==> src/rtl/calc_muldiv_sequencer.sv <==
// Iterative unsigned multiply/divide engine: W-cycle shift-add multiply or
// restoring divide on one shared adder/subtractor, one-hot IDLE/RUN/DONE sequencer.
module calc_muldiv_sequencer #(
  parameter int W = 16
) (
  input  logic         Clk,
  input  logic         Reset,
  input  logic         Start,
  input  logic         Op,
  input  logic [W-1:0] A,
  input  logic [W-1:0] B,
  output logic         Busy,
  output logic         Done,
  output logic [W-1:0] Result,
  output logic [W-1:0] Rem,
  output logic         Flag,
  output logic         QI,
  output logic         QRun,
  output logic         QDone
);

  localparam int CW = $clog2(W) + 1;

  typedef enum logic [2:0] {
    S_IDLE = 3'b001,
    S_RUN  = 3'b010,
    S_DONE = 3'b100
  } state_t;

  state_t         state_r;
  logic           busy_r;
  logic           done_r;
  logic [W-1:0]   result_r;
  logic [W-1:0]   rem_r;
  logic           flag_r;
  logic           op_r;
  logic [W-1:0]   b_r;
  logic [W:0]     acc_r;   // multiply hi accumulator / divide partial remainder
  logic [W-1:0]   low_r;   // multiply lo register / divide quotient
  logic [CW-1:0]  cnt_r;

  logic [W:0]     add_a_s;
  logic [W:0]     add_b_s;
  logic [W+1:0]   sum_s;
  logic           take_s;
  logic [W:0]     acc_nxt_s;
  logic [W-1:0]   low_nxt_s;

  // Single adder/subtractor; bit W+1 of a subtraction is the borrow.
  function automatic logic [W+1:0] addsub(input logic [W:0] x, input logic [W:0] y,
                                          input logic sub);
    logic [W+1:0] ye;
    ye = sub ? ~{1'b0, y} : {1'b0, y};
    return {1'b0, x} + ye + {{(W+1){1'b0}}, sub};
  endfunction

  // One iteration step of the active operation.
  always_comb begin
    add_a_s   = '0;
    add_b_s   = '0;
    take_s    = 1'b0;
    acc_nxt_s = acc_r;
    low_nxt_s = low_r;
    if (op_r) begin
      add_a_s   = {acc_r[W-1:0], low_r[W-1]};
      add_b_s   = {1'b0, b_r};
      sum_s     = addsub(add_a_s, add_b_s, 1'b1);
      take_s    = ~sum_s[W+1];
      acc_nxt_s = take_s ? sum_s[W:0] : add_a_s;
      low_nxt_s = {low_r[W-2:0], take_s};
    end else begin
      add_a_s   = acc_r;
      add_b_s   = low_r[0] ? {1'b0, b_r} : '0;
      sum_s     = addsub(add_a_s, add_b_s, 1'b0);
      acc_nxt_s = {1'b0, sum_s[W:1]};
      low_nxt_s = {sum_s[0], low_r[W-1:1]};
    end
  end

  // Sequencer, datapath registers and registered outputs.
  always_ff @(posedge Clk) begin
    if (Reset) begin
      state_r  <= S_IDLE;
      busy_r   <= 1'b0;
      done_r   <= 1'b0;
      result_r <= '0;
      rem_r    <= '0;
      flag_r   <= 1'b0;
      op_r     <= 1'b0;
      b_r      <= '0;
      acc_r    <= '0;
      low_r    <= '0;
      cnt_r    <= '0;
    end else begin
      case (state_r)
        S_IDLE: begin
          done_r <= 1'b0;
          if (Start) begin
            op_r  <= Op;
            b_r   <= B;
            acc_r <= '0;
            low_r <= A;
            cnt_r <= '0;
            busy_r <= 1'b1;
            if (Op && (B == '0)) begin
              state_r  <= S_DONE;
              done_r   <= 1'b1;
              result_r <= '1;
              rem_r    <= A;
              flag_r   <= 1'b1;
            end else begin
              state_r <= S_RUN;
              flag_r  <= 1'b0;
            end
          end else begin
            state_r <= S_IDLE;
          end
        end
        S_RUN: begin
          acc_r <= acc_nxt_s;
          low_r <= low_nxt_s;
          cnt_r <= cnt_r + {{(CW-1){1'b0}}, 1'b1};
          if (cnt_r == CW'(W - 1)) begin
            state_r  <= S_DONE;
            done_r   <= 1'b1;
            result_r <= low_nxt_s;
            rem_r    <= op_r ? acc_nxt_s[W-1:0] : '0;
            flag_r   <= op_r ? 1'b0 : |acc_nxt_s[W-1:0];
          end else begin
            state_r <= S_RUN;
          end
        end
        S_DONE: begin
          state_r <= S_IDLE;
          busy_r  <= 1'b0;
          done_r  <= 1'b0;
        end
        default: begin
          state_r <= S_IDLE;
          busy_r  <= 1'b0;
          done_r  <= 1'b0;
        end
      endcase
    end
  end

  assign Busy   = busy_r;
  assign Done   = done_r;
  assign Result = result_r;
  assign Rem    = rem_r;
  assign Flag   = flag_r;
  assign QI     = state_r[0];
  assign QRun   = state_r[1];
  assign QDone  = state_r[2];

endmodule

==> config.mk <==
export PLATFORM = sky130hd
export DESIGN_NAME = calc_muldiv_sequencer
export DESIGN_NICKNAME = d
export VERILOG_FILES = /design/src/rtl/calc_muldiv_sequencer.sv
export SDC_FILE = /design/constraint.sdc
export NUM_CORES = 1
export LEC_CHECK = 0
export ABC_AREA = 1
export ABC_CLOCK_PERIOD_IN_PS = 5500
export CAP_MARGIN = 15
export CORE_UTILIZATION = 55
export CTS_CLUSTER_DIAMETER = 150
export DETAILED_ROUTE_END_ITERATION = 8
export PLACE_DENSITY = 0.79
export SLEW_MARGIN = 20
export SYNTH_ARGS = -nofsm -noshare
export SYNTH_HDL_FRONTEND = slang
export SYNTH_SLANG_ARGS = --single-unit
==> constraint.sdc <==
create_clock -name Clk -period 5.5 [get_ports Clk]
set_input_delay 0.825 -clock Clk [delete_from_list [all_inputs] [get_ports Clk]]
set_output_delay 0.825 -clock Clk [all_outputs]
set_load 0.01 [all_outputs]
# Yosys cells after proc, flatten, opt, wreduce, memory -nomap -nowiden
# Index checks and enable logic that the tools add are counted.
dict set report op_classes {
  add_sub_neg 4
  n_mul 0
  n_div 0
  order_cmp 0
  n_eq_ne 6
  n_shift 0
  n_mux 33
  bitwise 3
  reduce_logical 9
}
# cell n
set ops {}
lappend ops {{2-to-1 mux 16 bit} 10}
lappend ops {{case mux 16 bit (2 select lines)} 3}
lappend ops {{2-to-1 mux 17 bit} 3}
lappend ops {{case mux 17 bit (2 select lines)} 1}
lappend ops {{adder 17 x 18 -> 18 bit} 1}
lappend ops {{adder 18 x 1 -> 18 bit (second input constant)} 1}
lappend ops {{NOT 16 -> 18 bit} 1}
lappend ops {{adder 17 x 16 -> 17 bit} 1}
lappend ops {{logical NOT 16 bit} 1}
lappend ops {{OR reduction 16 bit} 1}
lappend ops {{case mux 5 bit (2 select lines)} 1}
lappend ops {{2-to-1 mux 3 bit} 3}
lappend ops {{2-to-1 mux 1 bit} 7}
lappend ops {{!= test 2 bit (second input constant)} 3}
lappend ops {{case mux 1 bit (2 select lines)} 3}
lappend ops {{case mux 3 bit (2 select lines)} 1}
lappend ops {{AND reduction 2 bit} 3}
lappend ops {{adder 5 x 1 -> 5 bit (second input constant)} 1}
lappend ops {{== test 5 x 4 -> 1 bit (second input constant)} 1}
lappend ops {{2-to-1 mux 5 bit} 1}
lappend ops {{AND reduction 4 bit} 1}
lappend ops {{== test 3 x 1 -> 1 bit (second input constant)} 1}
lappend ops {{== test 3 x 2 -> 1 bit (second input constant)} 1}
lappend ops {{AND reduction 3 bit} 1}
lappend ops {{3 further kinds} 4}
dict set report totals {
  regBits 93
  latch_bits 0
  ramBits 0
  rom_bits 0
  inputBits 36
  mem_count 0
}

# Longest topological paths before layout
dict set report logic_depth {
  word_depth 9
  mapped_depth 21
}

# Worst setup path before layout
# OpenSTA, ideal clock, no wires.
dict set report synth_timing {
  path_type {reg2reg}
  startpoint {reg low_r[0]}
  endpoint {reg flag_r (netlist: Flag)}
  setup_ps 119
  arrival_time_ps 2347
  setup_slack_ps 3033
  stages_incl_launch_ff 21
  path_buffers 1
  period_less_slack_ps 2467
  cell_sequence {dfxtp_1 -> clkbuf_1 -> nand2_1 -> inv_1 -> ha_1 -> inv_1 -> fa_1 -> o21ai_0 -> nand2_1 -> nand2_1 -> nand3_1 -> nand2_1 -> nand2_1 -> nand3_1 -> nand2_1 -> nor2_1 -> nand2_1 -> nor2_1 -> nand2_1 -> nand2_1 -> a21oi_1}
}
dict set report synth_via {
  elab_chain_len 7
}
# item line
set synth_lines {}
lappend synth_lines {{start, declared} 39} ;# logic [W-1:0] low_r;
lappend synth_lines {{start signal, assigned} 121} ;# low_r <= low_nxt_s;
lappend synth_lines {{2-to-1 mux 16 bit} 73} ;# add_b_s = low_r[0] ? {1'b0, b_r} : '0;
lappend synth_lines {{adder 17 x 16 -> 17 bit} 54} ;# return {1'b0, x} + ye + {{(W+1){1'b0}}, sub};
lappend synth_lines {{2-to-1 mux 17 bit} 64} ;# if (op_r) begin
lappend synth_lines {{OR reduction 16 bit} 128} ;# flag_r <= op_r ? 1'b0 : |acc_nxt_s[W-1:0];
lappend synth_lines {{2-to-1 mux 1 bit} 128}
lappend synth_lines {{2-to-1 mux 1 bit} 123} ;# if (cnt_r == CW'(W - 1)) begin
lappend synth_lines {{case mux 1 bit (2 select lines)} 95} ;# case (state_r)
lappend synth_lines {{end signal, assigned} 128}
lappend synth_lines {{end, declared} 35} ;# logic flag_r;
# Every way passes these cells. The select of a mux whose other input is x is not followed.
# A chain may end at the register's enable or synchronous reset.

# Worst setup path in the final report
dict set report layout_timing {
  startpoint {in Start}
  endpoint {reg rem_r[4] (netlist: Rem[4])}
}
dict set report layout_via {
  elab_chain_len 2
}
# item line
set layout_lines {}
lappend layout_lines {{start, declared} 8} ;# input logic Start,
lappend layout_lines {{!= test 2 bit (no source line)} --}
lappend layout_lines {{AND reduction 4 bit (no source line)} --}
lappend layout_lines {{end signal, assigned} 127} ;# rem_r <= op_r ? acc_nxt_s[W-1:0] : '0;
lappend layout_lines {{end, declared} 34} ;# logic [W-1:0] rem_r;
# Every way passes these cells.

==> impl_metrics.tcl <==
set metrics [dict create \
    crit_arrival_ns 3.94 \
    tritoncts "done" \
    synth_edf_count 0 \
    grt_pass1_vias 5906 \
    synthTopCellsByArea "dfxtp_1 29%, nand2_1 16%, inv_1 8.5%" \
    irDropWorstVdd_mv 0.159 \
    fillers 1060 \
    area_growth_pct 16.5 \
    wl_met3_mm 1.27 \
    dp.final_hpwl_mm 13.8 \
    drt_pass1_iterations 6 \
    synth_top_area_frac 0.291 \
    netlist_area_um2 6400 \
    async_flop_share 0 \
    num_rows 39 \
    critPathMaxFanout 34 \
    drt_wl_total_mm 18.4 \
    routedWlPerCell_um 15.3 \
    cts_max_path_buffers 2 \
    post-cts-setup-buffer-count 0 \
    synth_area_leader_cell "dfxtp_1" \
    first_iter_violations 586 \
    hold_ws_ns 0.466 \
    rsz0062_at_grt "false" \
    ys.flop_type "dfxtp_1" \
    synth_nets 1073 \
    numClockSinks 93 \
    tns_ns 0 \
    post_cts_resized 0 \
    syn_area_per_cell_um2 6.39 \
    grt_antenna_before_repair 0 \
    drc 0 \
    dp_slack_ns 1.50 \
    reg2reg_slack_ns 1.85 \
    crit_path_end "Rem[4]" \
    ys_types 45 \
    n_antenna_cell 0 \
    ios 74 \
    min_period_over_period 0.675 \
    setup_viol_count_final 0 \
    final_antenna_net_count 0 \
    critPathKind "in -> reg" \
    hp-class "reg -> reg" \
    place_congestion 1.03 \
    ys_seq_area_frac 0.291 \
    critPathLaunchType "input port" \
    coreArea_um2 11400 \
    period_needed_ns 3.71 \
    hold_violations 0 \
    layout-drive-gt1-share 0.0653 \
    synth_warnings 0 \
    drv_cap 0 \
    reg2reg_depth 19 \
    htree_num_levels 3 \
    r2r_start "low_r[0]" \
    clkTransAtPathRegs_ns 0.07 \
    dieArea_um2 12100 \
    track_usage 0.318 \
    startpoint "Start" \
    power.density_cell_area_nw_per_um2 227 \
    worst_r2r_endpoint "Flag" \
    p_total_mw 1.69 \
    maxUsedRoutingLayer "met4" \
    cts_buffers 9 \
    max_freq_mhz 269 \
    fin_nets 1123 \
    via_per_inst 5.55 \
    die_w_um 110 \
    start_util 0.563 \
    slew_viol_final 0 \
    die_y_um 110 \
    grt_max_degree 40 \
    synth_seq_cells 93 \
    relSlewSlack 0.263 \
    synthCells 1001 \
    portBuffers 73 \
    wl_met1_mm 8.11 \
    postLayoutSetupSlackWorst_ns 1.79 \
    power_leakage_nw 3.46 \
    clk_latency_ns 0.35 \
    grt_pass1_wl_mm 29.4 \
    grt_overflow 0 \
    end_kind "flip-flop" \
    cts_root_buffer "clkbuf_16" \
    worst_clock_skew_ns 0.00711 \
    status "complete, no violations" \
    worst_pin_slew_ns 1.11 \
    cts_hold_buf 0 \
    vias 6650 \
    dr_wl_met2_mm 8.43 \
    cp.required_ns 5.73 \
]
==> worst max-delay path, cell delays in order <==
cell             delay, ns
clkdlybuf4s50_1       0.47
nand2_1               0.05
buf_4                 0.23
inv_2                 0.12
nor2_2                0.05
inv_2                 0.39
nand2_1               0.20
a21oi_2               0.84
inv_2                 0.41
a21oi_1               0.26
a21oi_1               0.08
==> synthesized netlist by cell type (all sizes together), types with 12 or more instances <==
cell	count
nand2	293
nor2	50
ha	34
buf	12
o21ai	80
nand3b	12
inv	155
nand3	60
clkbuf	28
dfxtp	93
a31oi	20
a21oi	103
o22ai	14
==> cells in the final DEF (no fill, tap or decap), types with 2 or more instances in the layout <==
master	instances
clkbuf_16	9
dfxtp_1	93
clkinvlp_4	3
clkbuf_8	2
nor2_1	43
nor2_4	2
xor2_1	6
a21oi_2	3
nand2_2	12
nand4_1	6
nand3_1	50
inv_1	145
or2_2	2
nand3_2	9
and2_1	3
clkdlybuf4s50_1	73
nand2_1	279
nor2_2	4
buf_4	6
o21ai_0	79
a21o_1	4
ha_1	34
a21oi_1	100
nor3_1	5
a31oi_1	20
inv_2	10
nand3b_1	12
xnor2_1	6
o22ai_1	14
fa_1	2
nor4_1	6
==> final cells by class <==
| class | instances | area, um^2 | area share |
|---|---|---|---|
| Clock inverter | 5 | 42.5 | 0.00571 |
| Timing Repair Buffer | 79 | 776 | 0.104 |
| Sequential cell | 93 | 1860 | 0.250 |
| Clock buffer | 11 | 253 | 0.0339 |
| Tap cell | 143 | 179 | 0.0240 |
| Multi-Input combinational cell | 712 | 3760 | 0.504 |
| Inverter | 156 | 586 | 0.0786 |
==> metal layers <==
layer	global-route usage	vias to the layer above
li1	-	3345
met1	0.422	3010
met2	0.527	255
met3	0.0409	40
met4	0.115	0
met5	0	-
==> stage by stage <==
stage          std cells  utilization  area [um^2]
5_1_grt             1199        0.656         7450
4_1_cts             1199        0.656         7450
2_1_floorplan       1001            -         6400
3_3_place_gp        1183        0.630         7160
6_report            1199        0.656         7450
3_5_place_dp        1183        0.630         7160
==> cells by family (layout without fill, tap and decap cells) <==
| group | Yosys count | in the layout | share of synthesized area |
|---|---|---|---|
| AO/OA/AOI/OAI | 224 | 224 | 0.187 |
| adder cells (fa/ha/maj) | 36 | 36 | 0.0727 |
| AND/OR/NAND/NOR | 440 | 440 | 0.311 |
| flip-flops | 93 | 93 | 0.291 |
| XOR/XNOR | 12 | 12 | 0.0164 |
| buffers and inverters | 196 | 251 | 0.122 |
==> sequential cells by signal, indices dropped and copies added (netlist names) <==
name and flops:
Busy 1, Done 1, Flag 1, Rem 16, Result 16, acc_r 17
b_r 16, cnt_r 5, low_r 16, op_r 1, state_r 3
==> where the power goes <==
part	total, mW	switching, mW	leakage [nW]	internal (mW)
registers	0.728	0.0235	0.758	0.705
clock network	0.611	0.275	0.136	0.336
logic	0.354	0.228	2.56	0.126
==> worst min path at each step <==
stage / end / slack (ns) / start / cells after the start
finish: Result[9] / 0.47 / Result[9] / 2
global route: Result[8] / 0.49 / Result[8] / 2
CTS: Result[9] / 0.47 / Result[9] / 2
floorplan: cnt_r[3] / 0.45 / cnt_r[3] / 2
detailed placement: Result[11] / 0.46 / Result[11] / 2
global placement: Result[11] / 0.45 / Result[11] / 2
Power figures use the tool's default switching activity.
